<file path="src/rtl/control_pkg.sv">
// Shared encodings for the multicycle MIPS-subset control path: state codes,
// opcode/funct values, ALU operation codes and datapath mux selects.
package control_pkg;

    typedef enum logic [3:0] {
        S_FETCH   = 4'd0,
        S_DECODE  = 4'd1,
        S_MEMADR  = 4'd2,
        S_MEMRD   = 4'd3,
        S_MEMWB   = 4'd4,
        S_MEMWR   = 4'd5,
        S_EXEC    = 4'd6,
        S_RWB     = 4'd7,
        S_BRANCH  = 4'd8,
        S_JUMP    = 4'd9,
        S_ADDI_EX = 4'd10,
        S_ADDI_WB = 4'd11
    } state_t;

    localparam logic [5:0] OP_RTYPE = 6'b000000;
    localparam logic [5:0] OP_LW    = 6'b100011;
    localparam logic [5:0] OP_SW    = 6'b101011;
    localparam logic [5:0] OP_BEQ   = 6'b000100;
    localparam logic [5:0] OP_J     = 6'b000010;
    localparam logic [5:0] OP_ADDI  = 6'b001000;

    localparam logic [5:0] FN_ADD = 6'b100000;
    localparam logic [5:0] FN_SUB = 6'b100010;
    localparam logic [5:0] FN_AND = 6'b100100;
    localparam logic [5:0] FN_OR  = 6'b100101;
    localparam logic [5:0] FN_SLT = 6'b101010;

    localparam logic [3:0] ALU_AND = 4'b0000;
    localparam logic [3:0] ALU_OR  = 4'b0001;
    localparam logic [3:0] ALU_ADD = 4'b0010;
    localparam logic [3:0] ALU_SUB = 4'b0110;
    localparam logic [3:0] ALU_SLT = 4'b0111;

    localparam logic [1:0] SRCB_B      = 2'b00;
    localparam logic [1:0] SRCB_FOUR   = 2'b01;
    localparam logic [1:0] SRCB_IMM    = 2'b10;
    localparam logic [1:0] SRCB_IMMSH2 = 2'b11;

    localparam logic [1:0] PCSRC_ALU    = 2'b00;
    localparam logic [1:0] PCSRC_ALUOUT = 2'b01;
    localparam logic [1:0] PCSRC_JUMP   = 2'b10;

    function automatic logic is_mem_op(input logic [5:0] op);
        return (op == OP_LW) || (op == OP_SW);
    endfunction

endpackage

</file>
<file path="src/rtl/multicycle_control_alu_control.sv">
// R-type funct decoder: maps funct to an ALU operation code and flags
// functs the datapath does not implement.
module multicycle_control_alu_control
    import control_pkg::*;
(
    input  logic [5:0] funct_i,
    output logic [3:0] alu_op_o,
    output logic       funct_illegal_o
);

    // funct -> ALU operation; unsupported functs fall back to ADD and flag illegal
    always_comb begin
        alu_op_o        = ALU_ADD;
        funct_illegal_o = 1'b0;
        case (funct_i)
            FN_ADD:  alu_op_o = ALU_ADD;
            FN_SUB:  alu_op_o = ALU_SUB;
            FN_AND:  alu_op_o = ALU_AND;
            FN_OR:   alu_op_o = ALU_OR;
            FN_SLT:  alu_op_o = ALU_SLT;
            default: begin
                alu_op_o        = ALU_ADD;
                funct_illegal_o = 1'b1;
            end
        endcase
    end

endmodule

</file>
<file path="src/rtl/multicycle_control.sv">
// Moore main-control FSM for the multicycle MIPS-subset CPU; drives every
// datapath control input from the state register (ALUOp in EXEC also from funct).
module multicycle_control
    import control_pkg::*;
(
    input  logic       clk,
    input  logic       reset,
    input  logic [5:0] opcode,
    input  logic [5:0] funct,
    output logic       PCWrite,
    output logic       PCWriteCond,
    output logic       IorD,
    output logic       MemRead,
    output logic       MemWrite,
    output logic       IRWrite,
    output logic       MemtoReg,
    output logic [1:0] PCSource,
    output logic [3:0] ALUOp,
    output logic [1:0] ALUSrcB,
    output logic       ALUSrcA,
    output logic       RegWrite,
    output logic       RegDst,
    output logic [3:0] state,
    output logic       illegal
);

    state_t     state_q;
    state_t     state_d;
    logic [3:0] exec_alu_op;
    logic       funct_illegal;

    multicycle_control_alu_control u_alu_control (
        .funct_i         (funct),
        .alu_op_o        (exec_alu_op),
        .funct_illegal_o (funct_illegal)
    );

    assign state = state_q;

    // State register with synchronous reset back to FETCH
    always_ff @(posedge clk) begin
        if (reset) begin
            state_q <= S_FETCH;
        end else begin
            state_q <= state_d;
        end
    end

    // Next-state decode; opcode only matters in DECODE/MEMADR, funct only in EXEC
    always_comb begin
        state_d = S_FETCH;
        case (state_q)
            S_FETCH:  state_d = S_DECODE;
            S_DECODE: begin
                if (opcode == OP_RTYPE) begin
                    state_d = S_EXEC;
                end else if (is_mem_op(opcode)) begin
                    state_d = S_MEMADR;
                end else if (opcode == OP_BEQ) begin
                    state_d = S_BRANCH;
                end else if (opcode == OP_J) begin
                    state_d = S_JUMP;
                end else if (opcode == OP_ADDI) begin
                    state_d = S_ADDI_EX;
                end else begin
                    state_d = S_FETCH;
                end
            end
            S_MEMADR: begin
                if (opcode == OP_LW) begin
                    state_d = S_MEMRD;
                end else begin
                    state_d = S_MEMWR;
                end
            end
            S_MEMRD:  state_d = S_MEMWB;
            S_EXEC: begin
                if (funct_illegal) begin
                    state_d = S_FETCH;
                end else begin
                    state_d = S_RWB;
                end
            end
            S_ADDI_EX: state_d = S_ADDI_WB;
            default:   state_d = S_FETCH;
        endcase
    end

    // Control outputs; reset forces everything low so no strobe fires mid-abort
    always_comb begin
        PCWrite     = 1'b0;
        PCWriteCond = 1'b0;
        IorD        = 1'b0;
        MemRead     = 1'b0;
        MemWrite    = 1'b0;
        IRWrite     = 1'b0;
        MemtoReg    = 1'b0;
        PCSource    = PCSRC_ALU;
        ALUOp       = ALU_AND;
        ALUSrcB     = SRCB_B;
        ALUSrcA     = 1'b0;
        RegWrite    = 1'b0;
        RegDst      = 1'b0;
        illegal     = 1'b0;
        if (reset) begin
            illegal = 1'b0;
        end else begin
            case (state_q)
                S_FETCH: begin
                    MemRead = 1'b1;
                    IRWrite = 1'b1;
                    PCWrite = 1'b1;
                    ALUSrcB = SRCB_FOUR;
                    ALUOp   = ALU_ADD;
                end
                S_DECODE: begin
                    ALUSrcB = SRCB_IMMSH2;
                    ALUOp   = ALU_ADD;
                    illegal = !((opcode == OP_RTYPE) || is_mem_op(opcode) ||
                                (opcode == OP_BEQ) || (opcode == OP_J) ||
                                (opcode == OP_ADDI));
                end
                S_MEMADR, S_ADDI_EX: begin
                    ALUSrcA = 1'b1;
                    ALUSrcB = SRCB_IMM;
                    ALUOp   = ALU_ADD;
                end
                S_MEMRD: begin
                    MemRead = 1'b1;
                    IorD    = 1'b1;
                end
                S_MEMWB: begin
                    RegWrite = 1'b1;
                    MemtoReg = 1'b1;
                end
                S_MEMWR: begin
                    MemWrite = 1'b1;
                    IorD     = 1'b1;
                end
                S_EXEC: begin
                    ALUSrcA = 1'b1;
                    ALUSrcB = SRCB_B;
                    ALUOp   = exec_alu_op;
                    illegal = funct_illegal;
                end
                S_RWB: begin
                    RegWrite = 1'b1;
                    RegDst   = 1'b1;
                end
                S_BRANCH: begin
                    ALUSrcA     = 1'b1;
                    ALUSrcB     = SRCB_B;
                    ALUOp       = ALU_SUB;
                    PCWriteCond = 1'b1;
                    PCSource    = PCSRC_ALUOUT;
                end
                S_JUMP: begin
                    PCWrite  = 1'b1;
                    PCSource = PCSRC_JUMP;
                end
                S_ADDI_WB: begin
                    RegWrite = 1'b1;
                end
                default: begin
                    illegal = 1'b0;
                end
            endcase
        end
    end

endmodule

</file>
<file path="config.mk">
export PLATFORM = sky130hd
export DESIGN_NAME = multicycle_control
export DESIGN_NICKNAME = d
export VERILOG_FILES = /design/src/rtl/control_pkg.sv /design/src/rtl/multicycle_control_alu_control.sv /design/src/rtl/multicycle_control.sv
export SDC_FILE = /design/constraint.sdc
export NUM_CORES = 1
export LEC_CHECK = 0
export CAP_MARGIN = 20
export CORE_MARGIN = 8
export CORE_UTILIZATION = 35
export CTS_CLUSTER_SIZE = 12
export DETAILED_ROUTE_END_ITERATION = 8
export PLACE_DENSITY = 0.85
export SYNTH_ARGS = -nofsm -noshare
export SYNTH_HDL_FRONTEND = slang
export SYNTH_SLANG_ARGS = --single-unit
</file>
<file path="constraint.sdc">
create_clock -name clk -period 3.7 [get_ports clk]
set_input_delay 0.74 -clock clk [delete_from_list [all_inputs] [get_ports clk]]
set_output_delay 0.74 -clock clk [all_outputs]
set_load 0.1 [all_outputs]
</file>
After elaboration in Yosys (flattened, before gate mapping)
Index checks and enable logic that the tools add are counted.
Widths: inputs -> output; s select.
{ "totals": {"ff_bits": 4, "input_bits": 14, "out_inout_bits": 23, "word_cells": 76} }
{ "op_classes": {"eq_ne": 21, "n_mux": 38, "reduce_logical": 16} }
{ "ops": {"columns": ["cell", "count"], "rows": [
  ["$eq 6x6->1 const B", 7],
  ["$mux 4", 6],
  ["$pmux 4 s6", 1],
  ["$mux 1", 22],
  ["$eq 4x3->1 const B", 4],
  ["$eq 4x4->1 const B", 4],
  ["$pmux 3 s4", 1],
  ["$pmux 4 s3", 1],
  ["$eq 4x2->1 const B", 2],
  ["$reduce_or 2->1", 4],
  ["$reduce_or 4->1", 2],
  ["$eq 6x2->1 const B", 1],
  ["$eq 6x3->1 const B", 1],
  ["$eq 6x4->1 const B", 1],
  ["$logic_not 6->1", 1],
  ["$mux 3", 2],
  ["$pmux 2 s3", 1],
  ["$logic_or 1x1->1", 5],
  ["$reduce_or 5->1", 1],
  ["$eq 4x1->1 const B", 1],
  ["$logic_not 4->1", 1],
  ["$mux 2", 2],
  ["$pmux 2 s2", 1],
  ["$reduce_or 3->1", 1],
  ["2 further kinds", 2]
]} }

Longest topological paths before layout
Gate-level depths: netlist of run 1.
{ "logic_depth": {"word_depth": 9, "mapped_depth": 5, "depth_no_buf": 4} }

Hierarchy
From an unflattened synthesis of run 1, not the netlist that was laid out.
{ "unflattened": {"cells_unflattened": 96, "area_unflattened_um2": 686.9} }
{ "modules_own_cells": {"columns": ["module", "n_inst", "cells_each", "area_each_um2", "seq_area_each_um2"], "rows": [
  ["multicycle_control", 1, 84, 591.8, 80.1],
  ["multicycle_control_alu_control", 1, 12, 95.1, 0.0]
]} }

Least setup slack after synthesis of run 1
No wires, ideal clock.
{ "synth_path": {"path_kind": "register to output", "startpoint": "register state_q[1] (netlist: state[1])", "endpoint": "output ALUSrcA", "arrival_time_ps": 6119, "required_time_ps": 2960, "path_slack_ps": -3159, "stages_incl_launch_ff": 4, "n_path_buf": 1, "cell_sequence": "dfxtp_1 > buf_1 > nor2_1 > a2111oi_0"} }
{ "synth_between": {"elab_chain_cells": 4, "elab_cells_between_ends": 7, "cone_classes": "eq/ne: 4; mux: 2; reduce/logical: 1"} }
{ "synth_lines": {"columns": ["item", "line", "text"], "rows": [
  ["start: declaration", "multicycle_control.sv:27", "state_t state_q;"],
  ["start signal: assignment", "multicycle_control.sv:45", "state_q <= state_d;"],
  ["$eq 4x3->1, or another cell as far along", "multicycle_control.sv:108", "case (state_q)"],
  ["$reduce_or 4->1 (no source line) *", null, null],
  ["$mux 1 *", "multicycle_control.sv:108", null],
  ["$mux 1 *", "multicycle_control.sv:105", "if (reset) begin"],
  ["end: declaration", "multicycle_control.sv:20", "output logic ALUSrcA,"]
]} }
Mark *: on every way between the ends. The rest lies on a longest branch, timed or not.

Worst setup path in the final report of run 1
{ "layout_path": {"startpoint": "input funct[4]", "endpoint": "output illegal"} }
{ "layout_between": {"elab_chain_cells": 5, "elab_cells_between_ends": 9, "cone_classes": "eq/ne: 5; mux: 3; reduce/logical: 1"} }
{ "layout_lines": {"columns": ["item", "line", "text"], "rows": [
  ["start: declaration", "multicycle_control.sv:9", "input logic [5:0] funct,"],
  ["$eq 6x6->1", "multicycle_control_alu_control.sv:15", "case (funct_i)"],
  ["$reduce_or 5->1 (no source line) *", null, null],
  ["$mux 1 *", "multicycle_control_alu_control.sv:15", null],
  ["$pmux 1 s2 *", "multicycle_control.sv:108", null],
  ["$mux 1 *", "multicycle_control.sv:105", null],
  ["end: declaration", "multicycle_control.sv:24", "output logic illegal"]
]} }
Marked as above.

==> results of run 1 <==
==> worst max-delay path, stage by stage <==
cell                              delay [ns]
sky130_fd_sc_hd__clkdlybuf4s50_1        0.38
sky130_fd_sc_hd__nand2b_1               0.19
sky130_fd_sc_hd__a2111oi_2              0.79
sky130_fd_sc_hd__o32ai_4                0.16
sky130_fd_sc_hd__buf_12                 0.20
==> cells in the mapped netlist (2+ instances only) <==
master                      number
sky130_fd_sc_hd__nor2_1         13
sky130_fd_sc_hd__nand2_1         5
sky130_fd_sc_hd__or3_1           5
sky130_fd_sc_hd__clkbuf_1        4
sky130_fd_sc_hd__dfxtp_1         4
sky130_fd_sc_hd__nor3_1          4
sky130_fd_sc_hd__a2111oi_0       3
sky130_fd_sc_hd__inv_1           3
sky130_fd_sc_hd__nand3_1         3
sky130_fd_sc_hd__nor2b_1         3
sky130_fd_sc_hd__or4_1           3
sky130_fd_sc_hd__a21oi_1         2
sky130_fd_sc_hd__a31oi_1         2
sky130_fd_sc_hd__buf_4           2
sky130_fd_sc_hd__nand2b_1        2
sky130_fd_sc_hd__nor3b_1         2
sky130_fd_sc_hd__o21a_1          2
sky130_fd_sc_hd__o21ai_0         2
sky130_fd_sc_hd__o22ai_1         2
sky130_fd_sc_hd__o32ai_1         2
sky130_fd_sc_hd__or2_2           2
sky130_fd_sc_hd__xor2_1          2
==> area by class of cell <==
type	instances	area [um^2]	share of cell area
Sequential cell	4	81.33	0.06821
Tap cell	17	21.27	0.01784
Clock buffer	3	22.52	0.01889
Inverter	3	11.26	0.009444
Multi-Input combinational cell	74	540.5	0.4533
Timing Repair Buffer	39	515.5	0.4323
==> cells by family (layout without fill, tap and decap cells) <==
family / count (synthesis) / count (layout) / share of synthesized area
XOR/XNOR: 3 / 3 / 0.04340
AO/OA/AOI/OAI: 23 / 23 / 0.2975
AND/OR/NAND/NOR: 47 / 47 / 0.4277
buffers and inverters: 11 / 45 / 0.09295
flip-flops: 4 / 4 / 0.1322
other: 1 / 1 / 0.006192
==> worst paths after layout <==
| path | endpoint | startpoint | depth (start not counted) | slack (ns) |
|---|---|---|---|---|
| worst max-delay path | illegal | funct[4] | 5 | 0.49 |
| worst min register to register | state[2] | state[3] | 1 | 0.66 |
| worst max register to register | state[3] | state[2] | 4 | 1.86 |
| worst min-delay path | state[2] | state[3] | 1 | 0.66 |
==> stage by stage <==
stage	setup slack, ns	utilization	cells	total power, W
floorplan	-0.5464	-	89	0.0001443
global placement	0.5248	0.7004	137	0.0001970
detailed placement	0.5006	0.7004	137	0.0001995
CTS	0.5025	0.7139	140	0.0002528
global route	0.4122	0.7139	140	0.0002609
finish	0.4915	0.7139	140	0.0002538
==> routing by layer <==
metal  GRT usage  wire length (um)
met5           0                 0
met4     0.04286                38
met3     0.03363               166
met2      0.2460              1110
met1      0.1503               920
==> cells in the final DEF (no fill, tap or decap), types with 3 or more instances in the layout <==
cell                              instances
sky130_fd_sc_hd__buf_12                  15
sky130_fd_sc_hd__dfxtp_1                  3
sky130_fd_sc_hd__clkdlybuf4s50_1         14
sky130_fd_sc_hd__inv_1                    3
sky130_fd_sc_hd__nand2_1                  5
sky130_fd_sc_hd__or3_1                    5
sky130_fd_sc_hd__nor2_1                  12
sky130_fd_sc_hd__or4_1                    3
sky130_fd_sc_hd__buf_4                   10
sky130_fd_sc_hd__nor2b_1                  3
sky130_fd_sc_hd__nand3_1                  3
sky130_fd_sc_hd__clkbuf_4                 3
==> power breakdown <==
group	switching (W)	internal, W	leakage [nW]
Clock	0.0000182	0.0000363	0.0138
Sequential	0.000000944	0.0000447	0.0331
Combinational	0.0000992	0.0000544	0.380
==> flow_summary.toml, run 1 <==
[timing]
final_max_slew_viol_count = 0
fin_worst_hold_slack_ns = 0.6562
finalWorstPathRequiredPeriod_ns = 3.208
hold_violations = 0
final.period_utilization = 0.8672
final.setup.tns_ns = 0
grt_setup_unrepaired = "false"
timing.fmax_mhz = 311.7
measured_slew_at_the_worst_slew_check_pin_ns = 0.9623
fin_worst_skew_ns = 0.008710
max-slew-margin-rel = 0.3565
setup_viol = 0

[clocking]
insertion_delay_ns = 0.24
cts_repair_resize_count = 0
cts.sinks = 4
tritoncts = "done"
cts_hold_buffers = 0
root_buffer_master = "sky130_fd_sc_hd__clkbuf_4"
total_cts_buffers = 3
cts_setup_buffers = 0
clock_path_buffers = 2
h_tree_levels = 1
path_clk_slew_ns = 0.04

[routing]
first_pass_iteration_count_of_the_detailed_router = 4
routed_wl_um = 2235
antenna_violating_nets_post_route = 0
viasPerCell = 5.871
mean_routed_wirelength_per_cell_um = 15.96
drtIter0Drc = 6
vias = 822
drc_errors = 0

[synth]
async_reset_ff_frac = 0
yosys-top-cells-area = "sky130_fd_sc_hd__dfxtp_1 (13%), sky130_fd_sc_hd__nor2_1 (8.1%), sky130_fd_sc_hd__or3_1 (5.2%), sky130_fd_sc_hd__a2111oi_0 (4.3%), sky130_fd_sc_hd__or4_1 (3.7%)"
edff_count_synth = 0
synth-seq-cells = 4
post-synth-top-area-cell = "sky130_fd_sc_hd__dfxtp_1"
post_synth_num_cell_types = 39
syn_nets = 103
yosysTopAreaCellShare = 0.1322
post_synth_instance_area_um2 = 605.6
ys_seq_area_frac = 0.1322
syn_area_per_cell_um2 = 6.804
post_synth_inst_count = 89
synth_top_flop_cell = "sky130_fd_sc_hd__dfxtp_1"
ys_warn_count = 0

[setup_path]
worst_ep_arrival_time_ns = 2.47
timing.critical_path.fanout_max = 4
critical_path_required_ns = 2.96
criticalPathCategory = "input pin to output port"
nature_of_the_critical_path_endpoint = "output port"
worstSetupStartpointType = "input pin"

[placed_design]
gp_routability_congestion = 0.8409
post_place_instance_area_um2 = 1170
port_buffer_cells = 35
place_hpwl_um = 1820

[floorplan]
die_area_um2 = 3317
chipHeight_um = 57.60
core.rowCount = 15
num_io_pins = 37
core_area_um2 = 1670
dieWidth_um = 57.60
floorplan.initialDensity = 0.3625

[final_layout]
syn_to_final_growth_pct = 96.90
nNetsFinal = 139
max_ffs_per_register = 4
final_design_area_no_fill_um2 = 1192
layout.filler_cells = 126
post_route_cells_drive_above_1_share = 0.3415
antennaDiodeCount = 0

[power_and_ir_drop]
vdd.ir_drop.worst_mv = 0.2072
power-per-cell-area_nw_per_um2 = 212.8
leakage_nw = 0.4267

[global_route]
first_global_vias = 799
overflow = 0
grt_start_max_net_pins = 20
grt_antenna_before_repair = 0
grt.total_usage = 0.1361
grt_pass1_wl_um = 3726

[hold_path]
min-delay-path-class = "flip-flop to flip-flop"

[status]
outcome = "finished, final reports clean"

[job]
drv_cap = 0
Note: power is estimated with default switching activity, not from simulation.
==> run 2, diff against run 1 <==
--- a/config.mk
+++ b/config.mk
@@ -8,6 +8,7 @@
 export CAP_MARGIN = 20
 export CORE_MARGIN = 8
 export CORE_UTILIZATION = 35
+export CTS_BUF_LIST = sky130_fd_sc_hd__clkbuf_16
 export CTS_CLUSTER_SIZE = 12
 export DETAILED_ROUTE_END_ITERATION = 8
 export PLACE_DENSITY = 0.85
==> constraint.sdc (replaced) <==
create_clock -name clk -period 3.7 [get_ports clk]
set_input_delay 0.74 -clock clk [delete_from_list [all_inputs] [get_ports clk]]
set_output_delay 0.74 -clock clk [all_outputs]
set_load 0.05 [all_outputs]
==> flow_summary.toml, run 2 (synthesis gave the netlist of run 1 again) <==
[power_and_ir_drop]
power-per-cell-area_nw_per_um2 = 305.2
leakage_nw = 0.3715
vdd.ir_drop.worst_mv = 0.1922

[global_route]
grt_pass1_wl_um = 3484
grtUsageMet3 = 0.04709
first_global_vias = 772
grt_start_max_net_pins = 19
grt.busiest_layer = "met2"
grt.total_usage = 0.1264
grt.met2_usage = 0.2042
grt.met1_usage = 0.1409
overflow = 0
grt_antenna_before_repair = 0

[routing]
mean_routed_wirelength_per_cell_um = 15.31
vias = 807
drtIter0Drc = 26
first_pass_iteration_count_of_the_detailed_router = 4
antenna_violating_nets_post_route = 0
viasPerCell = 5.848
routed_wl_um = 2113
drc_errors = 0

[setup_path]
critical_path_required_ns = 2.96
nature_of_the_critical_path_endpoint = "output port"
r2r_start = "state[0]"
timing.critical_path.fanout_max = 5
timing.rr.end = "state[3]"
worstSetupStartpointType = "input pin"
crit_path_max_incr_delay_ns = 0.55
timing.reg2reg.setup_slack_ns = 1.74
criticalPathCategory = "input pin to output port"
worst_r2r_path_depth = 3
cell_by_cell_listing_of_the_critical_path = "clkdlybuf4s50_1 > or2_2 > nor3_1 > or4_1 > o32ai_1 > buf_12"
worst_ep_arrival_time_ns = 2.46
cp_slowest_cell = "sky130_fd_sc_hd__clkdlybuf4s50_1"

[timing]
setup_viol = 0
max-slew-margin-rel = 0.6426
timing.fmax_mhz = 312.6
measured_slew_at_the_worst_slew_check_pin_ns = 0.5351
finalWorstPathRequiredPeriod_ns = 3.199
hold_violations = 0
finalWorstSetupSlack_ns = 0.5006
final_max_slew_viol_count = 0
final.period_utilization = 0.8647
final.setup.tns_ns = 0
grt_setup_unrepaired = "false"
fin_worst_skew_ns = 0.002792

[clocking]
tritoncts = "done"
insertion_delay_ns = 0.23
clock_path_buffers = 2
cts_hold_buffers = 0
cts.sinks = 4
cts_repair_resize_count = 0
root_buffer_master = "sky130_fd_sc_hd__clkbuf_16"
path_clk_slew_ns = 0.03
h_tree_levels = 1
total_cts_buffers = 3
cts_setup_buffers = 0

[final_layout]
layout.filler_cells = 168
post_route_cells_drive_above_1_share = 0.1983
nNetsFinal = 137
layout.cells.non_filler = 138
layout_commonest_cell = "sky130_fd_sc_hd__clkdlybuf4s50_1"
max_ffs_per_register = 4
syn_to_final_growth_pct = 69.42
final_cell_mix = "sky130_fd_sc_hd__clkdlybuf4s50_1 (21), sky130_fd_sc_hd__nor2_1 (13), sky130_fd_sc_hd__buf_4 (13)"
antennaDiodeCount = 0

[placed_design]
port_buffer_cells = 35
gp_routability_congestion = 0.8406
place_hpwl_um = 1641
pre_cts_ws_ns = 0.5131
placed_cells_incl_taps = 135

[floorplan]
die_area_um2 = 3317
num_io_pins = 37
core.rowCount = 15
floorplan.initialDensity = 0.3625
chipHeight_um = 57.60
dieWidth_um = 57.60
core_area_um2 = 1670

[hold_path]
min-delay-path-class = "flip-flop to flip-flop"
worst_hold_path.endpoint = "state[1]"
worst_hold_path_cells = 4
worst_hold_startpoint = "state[2]"

[status]
outcome = "finished, final reports clean"

[job]
drv_cap = 0
-- run 2: cell types whose count changed in the layout (fill, tap and decap cells not counted), moves of 2 or more --
cell / previous run / this run
sky130_fd_sc_hd__clkbuf_4: 3 / 0
sky130_fd_sc_hd__nor3_1: 2 / 4
sky130_fd_sc_hd__nor3_4: 2 / 0
sky130_fd_sc_hd__clkbuf_16: 0 / 3
sky130_fd_sc_hd__buf_4: 10 / 13
sky130_fd_sc_hd__o32ai_1: 0 / 2
sky130_fd_sc_hd__clkdlybuf4s50_1: 14 / 21
sky130_fd_sc_hd__buf_12: 15 / 3
-- run 2: power by group --
group | switching, W | leakage (nW) | total (W) | internal [W]
clock | 0.0000310 | 0.0370 | 0.000169 | 0.000138
combinational | 0.0000553 | 0.302 | 0.0000945 | 0.0000391
sequential | 0.00000471 | 0.0326 | 0.0000495 | 0.0000448
total | 0.0000911 | 0.371 | 0.000313 | 0.000222
-- run 2: cell type report --
| class | count | area (um^2) | share of cell area |
|---|---|---|---|
| Multi-Input combinational cell | 74 | 470.5 | 0.4585 |
| Inverter | 3 | 11.26 | 0.01098 |
| Sequential cell | 4 | 80.08 | 0.07805 |
| Clock buffer | 3 | 75.07 | 0.07317 |
| Tap cell | 17 | 21.27 | 0.02073 |
| Timing Repair Buffer | 37 | 367.9 | 0.3585 |
-- run 2: worst max-delay path by stage --
| stage | start | to | slack [ns] | depth (start not counted) |
|---|---|---|---|---|
| finish | opcode[2] | illegal | 0.50 | 6 |
| CTS | opcode[2] | illegal | 0.51 | 6 |
| global route | opcode[5] | illegal | 0.44 | 6 |
| floorplan | state[3] | ALUOp[2] | 0.002 | 4 |
| global placement | opcode[2] | illegal | 0.57 | 6 |
| detailed placement | opcode[2] | illegal | 0.51 | 6 |
-- run 2: worst max-delay path: cells and delay by family --
kind	cells	cell delay (ns)
AOI/OAI and AO/OA	1	0.24
and+or+nand+nor	3	0.72
buffers and inverters	2	0.75
-- run 2: metal layers --
| metal | part of all wire | vias up | wire length [um] |
|---|---|---|---|
| met2 | 0.47 | 45 | 996 |
| met4 | 0.012 | 0 | 25 |
| li1 | - | 398 | - |
| met1 | 0.41 | 359 | 858 |
| met5 | 0 | - | 0 |
| met3 | 0.11 | 5 | 232 |
-- run 2: through the flow --
stage | util | total power (W) | area (um^2) | hold WS [ns]
final | 0.6142 | 0.0003132 | 1026 | 0.7086
after CTS | 0.6142 | 0.0003115 | 1026 | 0.7043
after global routing | 0.6142 | 0.0003200 | 1026 | 0.7561
after floorplan | - | 0.0001056 | 606.8 | 0.8704
after detailed placement | 0.5693 | 0.0001441 | 950.9 | 0.6844
after global placement | 0.5693 | 0.0001426 | 950.9 | 0.6939
